[src/rtl/boot_reset_ctrl_if.sv]
// boot_reset_ctrl_if: request/config inputs and reset/watchdog outputs of the reset sequencer
interface boot_reset_ctrl_if #(parameter int CNT_W = 8);
  logic tick_10hz_fp;
  logic req_cold_boot;
  logic req_warm_boot;
  logic wdg_timeout;
  logic cfg_wdg_cold;
  logic sw_wdg_arm;
  logic wdg_en;
  logic warm_reset_out;
  logic power_cycle_en;
  logic busy;
  logic [1:0] last_cause;
  logic [CNT_W-1:0] reset_count;
  modport master (
    output tick_10hz_fp, req_cold_boot, req_warm_boot, wdg_timeout, cfg_wdg_cold, sw_wdg_arm,
    input wdg_en, warm_reset_out, power_cycle_en, busy, last_cause, reset_count
  );
  modport slave (
    input tick_10hz_fp, req_cold_boot, req_warm_boot, wdg_timeout, cfg_wdg_cold, sw_wdg_arm,
    output wdg_en, warm_reset_out, power_cycle_en, busy, last_cause, reset_count
  );
endinterface

[src/rtl/boot_reset_ctrl.sv]
// boot_reset_ctrl: arbitrates cold/warm/watchdog resets, holds them for tick counts, then a watchdog holdoff; ports clk, rst, bus (boot_reset_ctrl_if.slave)
module boot_reset_ctrl #(
  parameter int WARM_HOLD_TICKS = 5,
  parameter int COLD_HOLD_TICKS = 20,
  parameter int HOLDOFF_TICKS = 30,
  parameter int CNT_W = 8
) (
  input logic clk,
  input logic rst,
  boot_reset_ctrl_if.slave bus
);
  typedef enum logic [1:0] {IDLE, WARM, COLD, HOLDOFF} state_t;
  localparam logic [CNT_W-1:0] WARM_LAST = CNT_W'(WARM_HOLD_TICKS - 1);
  localparam logic [CNT_W-1:0] COLD_LAST = CNT_W'(COLD_HOLD_TICKS - 1);
  localparam logic [CNT_W-1:0] HOLD_LAST = CNT_W'(HOLDOFF_TICKS - 1);
  state_t state_q, state_d;
  logic [CNT_W-1:0] cnt_q, cnt_d, rcnt_q, rcnt_d, last_tick;
  logic [1:0] cause_q, cause_d;
  logic wdg_en_q, wdg_en_d, warm_q, warm_d, pwr_q, pwr_d, busy_q, busy_d, bump;
  always_comb begin
    state_d = state_q;
    cnt_d = cnt_q;
    cause_d = cause_q;
    bump = 1'b0;
    last_tick = state_q == WARM ? WARM_LAST : state_q == COLD ? COLD_LAST : HOLD_LAST;
    case (state_q)
      IDLE: begin
        if (bus.req_cold_boot) begin
          state_d = COLD;
          cause_d = 2'd2;
          bump = 1'b1;
        end else if (bus.wdg_timeout && wdg_en_q) begin
          state_d = bus.cfg_wdg_cold ? COLD : WARM;
          cause_d = 2'd3;
          bump = 1'b1;
        end else if (bus.req_warm_boot) begin
          state_d = WARM;
          cause_d = 2'd1;
          bump = 1'b1;
        end
      end
      default: begin
        if (bus.req_cold_boot && state_q != COLD) begin
          state_d = COLD;
          cause_d = 2'd2;
          bump = 1'b1;
        end else if (bus.tick_10hz_fp) begin
          cnt_d = cnt_q == last_tick ? '0 : cnt_q + 1'b1;
          state_d = cnt_q != last_tick ? state_q : state_q == HOLDOFF ? IDLE : HOLDOFF;
        end
      end
    endcase
    if (bump) cnt_d = '0;
    rcnt_d = (bump && rcnt_q != '1) ? rcnt_q + 1'b1 : rcnt_q;
    wdg_en_d = state_d == IDLE && bus.sw_wdg_arm;
    warm_d = state_d == WARM || state_d == COLD;
    pwr_d = state_d == COLD;
    busy_d = state_d != IDLE;
  end
  always_ff @(posedge clk) begin
    if (rst) begin
      state_q <= IDLE;
      cnt_q <= '0;
      rcnt_q <= '0;
      cause_q <= 2'd0;
      wdg_en_q <= 1'b0;
      warm_q <= 1'b0;
      pwr_q <= 1'b0;
      busy_q <= 1'b0;
    end else begin
      state_q <= state_d;
      cnt_q <= cnt_d;
      rcnt_q <= rcnt_d;
      cause_q <= cause_d;
      wdg_en_q <= wdg_en_d;
      warm_q <= warm_d;
      pwr_q <= pwr_d;
      busy_q <= busy_d;
    end
  end
  assign bus.wdg_en = wdg_en_q;
  assign bus.warm_reset_out = warm_q;
  assign bus.power_cycle_en = pwr_q;
  assign bus.busy = busy_q;
  assign bus.last_cause = cause_q;
  assign bus.reset_count = rcnt_q;
endmodule

[src/flat_wrapper.sv]
// flat-port wrapper written by rule: the top's interface ports become plain ports
module boot_reset_ctrl_flat 
#(
  parameter int WARM_HOLD_TICKS = 5,
  parameter int COLD_HOLD_TICKS = 20,
  parameter int HOLDOFF_TICKS = 30,
  parameter int CNT_W = 8
)
  (clk, rst, bus_tick_10hz_fp, bus_req_cold_boot, bus_req_warm_boot, bus_wdg_timeout, bus_cfg_wdg_cold, bus_sw_wdg_arm, bus_wdg_en, bus_warm_reset_out, bus_power_cycle_en, bus_busy, bus_last_cause, bus_reset_count);
  boot_reset_ctrl_if #(.CNT_W(CNT_W)) bus_i ();
  input logic clk;
  input logic rst;
  input wire logic [$bits(bus_i.tick_10hz_fp)-1:0] bus_tick_10hz_fp;
  input wire logic [$bits(bus_i.req_cold_boot)-1:0] bus_req_cold_boot;
  input wire logic [$bits(bus_i.req_warm_boot)-1:0] bus_req_warm_boot;
  input wire logic [$bits(bus_i.wdg_timeout)-1:0] bus_wdg_timeout;
  input wire logic [$bits(bus_i.cfg_wdg_cold)-1:0] bus_cfg_wdg_cold;
  input wire logic [$bits(bus_i.sw_wdg_arm)-1:0] bus_sw_wdg_arm;
  output wire logic [$bits(bus_i.wdg_en)-1:0] bus_wdg_en;
  output wire logic [$bits(bus_i.warm_reset_out)-1:0] bus_warm_reset_out;
  output wire logic [$bits(bus_i.power_cycle_en)-1:0] bus_power_cycle_en;
  output wire logic [$bits(bus_i.busy)-1:0] bus_busy;
  output wire logic [$bits(bus_i.last_cause)-1:0] bus_last_cause;
  output wire logic [$bits(bus_i.reset_count)-1:0] bus_reset_count;
  assign bus_i.tick_10hz_fp = bus_tick_10hz_fp;
  assign bus_i.req_cold_boot = bus_req_cold_boot;
  assign bus_i.req_warm_boot = bus_req_warm_boot;
  assign bus_i.wdg_timeout = bus_wdg_timeout;
  assign bus_i.cfg_wdg_cold = bus_cfg_wdg_cold;
  assign bus_i.sw_wdg_arm = bus_sw_wdg_arm;
  assign bus_wdg_en = bus_i.wdg_en;
  assign bus_warm_reset_out = bus_i.warm_reset_out;
  assign bus_power_cycle_en = bus_i.power_cycle_en;
  assign bus_busy = bus_i.busy;
  assign bus_last_cause = bus_i.last_cause;
  assign bus_reset_count = bus_i.reset_count;
  boot_reset_ctrl #(.WARM_HOLD_TICKS(WARM_HOLD_TICKS), .COLD_HOLD_TICKS(COLD_HOLD_TICKS), .HOLDOFF_TICKS(HOLDOFF_TICKS), .CNT_W(CNT_W)) u_core (.clk(clk), .rst(rst), .bus(bus_i));
endmodule
[config.mk]
export PLATFORM = sky130hd
export DESIGN_NAME = boot_reset_ctrl_flat
export DESIGN_NICKNAME = d
export VERILOG_FILES = /design/src/rtl/boot_reset_ctrl_if.sv /design/src/rtl/boot_reset_ctrl.sv /design/src/flat_wrapper.sv
export SDC_FILE = /design/constraint.sdc
export NUM_CORES = 1
export LEC_CHECK = 0
export CAP_MARGIN = 40
export CELL_PAD_IN_SITES_DETAIL_PLACEMENT = 0
export CELL_PAD_IN_SITES_GLOBAL_PLACEMENT = 1
export CORE_MARGIN = 10
export CORE_UTILIZATION = 30
export DETAILED_ROUTE_END_ITERATION = 8
export PLACE_DENSITY_LB_ADDON = 0.1
export RECOVER_POWER = 25
export SLEW_MARGIN = 20
export SYNTH_ARGS = -nofsm -noshare
export SYNTH_HDL_FRONTEND = slang
export SYNTH_SLANG_ARGS = --single-unit
[constraint.sdc]
create_clock -name clk -period 2.5 [get_ports clk]
set_input_delay 0.5 -clock clk [delete_from_list [all_inputs] [get_ports clk]]
set_output_delay 0.5 -clock clk [all_outputs]
set_load 0.02 [all_outputs]
==> run_results.csv, run 1 <==
group,metric,value,unit
final_layout,nets,186,
cts,post-cts-setup-buffers,0,
final_layout,nFillCells,437,
worst_setup_path,ff2ff_setup_slack,0.37,ns
floorplan,die_w,86.3,um
synthesis,synth_area_leaders,"dfxtp_1 36%, xnor2_1 7.3%, ha_1 6.6%, nor2_1 4.0%, nor2_2 3.3%",
power_and_ir_drop,intPower,591,uW
cts,cts_root_buf,"clkbuf_8",
floorplan,die_area,7450,sq um
floorplan,fp.dieH,86.3,um
synthesis,synth_cells,146,
sta,finalSetupTns,0,ns
cts,post_cts_resized,0,
grt,grt_pass1_wl,5030,um
run_status,status,"finished clean",
final_layout,design_area,1630,sq um
synthesis,ys_types,42,
synthesis,avgSynthCellArea,9.03,sq um
grt,antenna_found_initial,0,
worst_setup_path,start_kind,"input pin",
power_and_ir_drop,power_leakage,0.000606,uW
sta,timing.fmax,0.452,GHz
sta,setup_viol,0,
power_and_ir_drop,power_density,504,nW/um^2
synthesis,synth.most_common_cell,"dfxtp_1",
worst_setup_path,r2r_start,"u_core.state_q[0]",
synthesis,ys.flop_type,"dfxtp_1",
cts,clock-sinks,24,
synthesis,synth_top_area_frac,0.364,
synthesis,synth_edf_count,0,
floorplan,core.rowCount,24,
worst_hold_path,holdPathEnd,"u_core.bus.last_cause[1]",
sta,report.final.slew_viol_count,0,
cts,htreeDepth,1,
sta,worst_pin_slew,0.449,ns
cts,clock_latency,0.26,ns
final_layout,n_antenna_cell,0,
worst_hold_path,min_from,"u_core.bus.last_cause[1]",
final_layout,syn_to_final_growth,23.5,%
sta,final_hold_viol_count,0,
place,place_area,1590,sq um
worst_setup_path,crit_type,"input pin to register",
sta,rsz0062_at_grt,"false",
place,port_buffers,21,
grt,grt_pass1_vias,1064,
synthesis,syn_nets,161,
run,cap_violations,0,
power_and_ir_drop,ir_drop,359,uV
floorplan,initial_core_util,0.307,
detailed_routing,drt_iter0_markers,44,
power_and_ir_drop,p_sw,230,uW
floorplan,ios,22,
detailed_routing,drc,0,
cts,holdBufCountCts,0,
worst_setup_path,worst_r2r_path_depth,8,
sta,fin_worst_skew,0.00540,ns
final_layout,final_layout_size_suffix_gt1_frac,0.136,
place,place.gp.congestion,0.698,
worst_hold_path,worstHoldPathCells,2,
grt,gr-usage-all-layers,0.0813,
worst_setup_path,crit_fanout,5,
floorplan,fp.coreArea,4290,sq um
synthesis,synth_common_cells,"24 x dfxtp_1, 14 x nor2_1, 11 x nand2_1, 11 x xnor2_1, 8 x a21oi_1",
grt,grt_overflow,0,
cts,tritoncts,"done",
sta,min_period,2.21,ns
worst_hold_path,hp-class,"register to register",
synthesis,synthArstFlopShare,0,
power_and_ir_drop,p_sw_frac,0.280,
worst_setup_path,rr_endpoint,"u_core.bus.warm_reset_out",
synthesis,synth_area_leader_cell,"dfxtp_1",
detailed_routing,viasPerCell,4.90,
cts,numCtsBuffers,3,
worst_setup_path,cp-end-kind,"register",
power_and_ir_drop,clock_power_share,0.275,
worst_setup_path,cp.required,2.71,ns
worst_setup_path,crit_arrival,2.42,ns
detailed_routing,drt_wl_total,2850,um
detailed_routing,ant_nets,0,
grt,grt_max_degree,18,
synthesis,ys_seq_area_frac,0.364,
detailed_routing,route.vias.total,1082,
synthesis,syn_area,1320,sq um
detailed_routing,wl_per_cell,12.9,um
detailed_routing,dr.pass1.iters,4,
place,dpl.hpwl,2300,um
synthesis,ys_ff_latch,24,
cts,ctsLongestPathBuffers,2,
sta,finalCritPeriodShare,0.885,
power_and_ir_drop,pwr-share-comb,0.212,
synthesis,ys_warn_count,0,
power_and_ir_drop,pwr-share-seq,0.513,
cts,clkTransAtPathRegs,0.08,ns
sta,slew_headroom,0.701,
-- metal layers --
metal	part of all wire	GRT usage	routed length, um
met5	0	0	0
met4	0.0049	0.0177	14
met1	0.46	0.0960	1320
met3	0.062	0.0366	177
met2	0.47	0.133	1340
-- worst max-delay path, stage by stage --
cell and delay, ns:
dlygate4sd3_1 0.60, nand2b_1 0.22, nor3_1 0.31, o211a_1 0.20
and2_4 0.16, a21oi_1 0.04, ha_1 0.29, nor2_1 0.09
-- power by group through the flow --
stage                     registers (uW)  logic [uW]  clock network [uW]
after floorplan                      446        94.0                   0
after global placement               430         183                   0
after detailed placement             430         181                   0
after CTS                            422         182                 231
after global routing                 425         192                 249
final                                421         174                 226
-- cells in the final DEF (no fill, tap or decap), types with 3 or more instances in the layout --
master / synthesis / layout
nor3_1: 6 / 6
a21oi_1: 8 / 8
nand2_1: 11 / 11
ha_1: 7 / 7
nand3_1: 6 / 6
inv_1: 7 / 7
and3b_1: 3 / 3
nor2_1: 14 / 14
xnor2_1: 11 / 11
clkdlybuf4s50_1: 0 / 13
xor2_1: 3 / 3
nor2_2: 7 / 7
dfxtp_1: 24 / 24
o21ai_0: 3 / 3
dlygate4sd3_1: 0 / 8
clkbuf_8: 0 / 3
-- state kept, by name, summed over array words and instances (netlist names) --
register                   cells
u_core.bus.wdg_en              1
u_core.cnt_q                   8
u_core.bus.reset_count         8
u_core.bus.power_cycle_en      1
u_core.bus.busy                1
u_core.bus.warm_reset_out      1
u_core.bus.last_cause          2
u_core.state_q                 2
-- cell type report --
| class | count | area [sq um] | share of cell area |
|---|---|---|---|
| multi-input cells | 111 | 787 | 0.483 |
| repair buffers | 24 | 229 | 0.141 |
| inverters | 7 | 26.3 | 0.0161 |
| clock buffers | 3 | 41.3 | 0.0253 |
| well taps | 52 | 65.1 | 0.0399 |
| flip-flops and latches | 24 | 480 | 0.295 |
-- kinds of logic after synthesis --
logic type,after synthesis,share of synthesized area
buffers and inverters,11,0.0389
muxes,1,0.00759
adders and majority gates,7,0.0664
and+or+nand+nor,66,0.293
DFF,24,0.364
AOI/OAI and AO/OA,23,0.137
xor gates and xnor gates,14,0.0930
-- worst max path at each step --
| stage | endpoint | cells after the start | start |
|---|---|---|---|
| 4_1_cts | u_core.bus.warm_reset_out | 8 | u_core.state_q[0] |
| 3_5_place_dp | u_core.bus.power_cycle_en | 8 | bus_req_cold_boot |
| 6_report | u_core.bus.warm_reset_out | 8 | bus_req_cold_boot |
| 5_1_grt | u_core.bus.warm_reset_out | 8 | u_core.state_q[0] |
| 2_1_floorplan | u_core.bus.warm_reset_out | 9 | u_core.state_q[0] |
| 3_3_place_gp | u_core.bus.power_cycle_en | 8 | bus_req_cold_boot |
-- through the flow --
stage | total power [uW] | hold slack [ns] | worst slack [ns] | util | std cells
4_1_cts | 835 | 0.503 | 0.336 | 0.380 | 221
5_1_grt | 866 | 0.522 | 0.147 | 0.379 | 221
6_report | 821 | 0.485 | 0.288 | 0.379 | 221
3_3_place_gp | 613 | 0.475 | 0.0787 | 0.371 | 218
3_5_place_dp | 611 | 0.484 | 0.123 | 0.371 | 218
2_1_floorplan | 540 | 0.493 | 0.545 | - | 146
Note: power is estimated with default switching activity, not from simulation.
==> run 2, diff against run 1 <==
--- a/config.mk
+++ b/config.mk
@@ -5,7 +5,6 @@
 export SDC_FILE = /design/constraint.sdc
 export NUM_CORES = 1
 export LEC_CHECK = 0
-export CAP_MARGIN = 40
 export CELL_PAD_IN_SITES_DETAIL_PLACEMENT = 0
 export CELL_PAD_IN_SITES_GLOBAL_PLACEMENT = 1
 export CORE_MARGIN = 10
==> results of run 2 <==
Same layout as run 1: the final DEF is identical, and so are final timing and power.
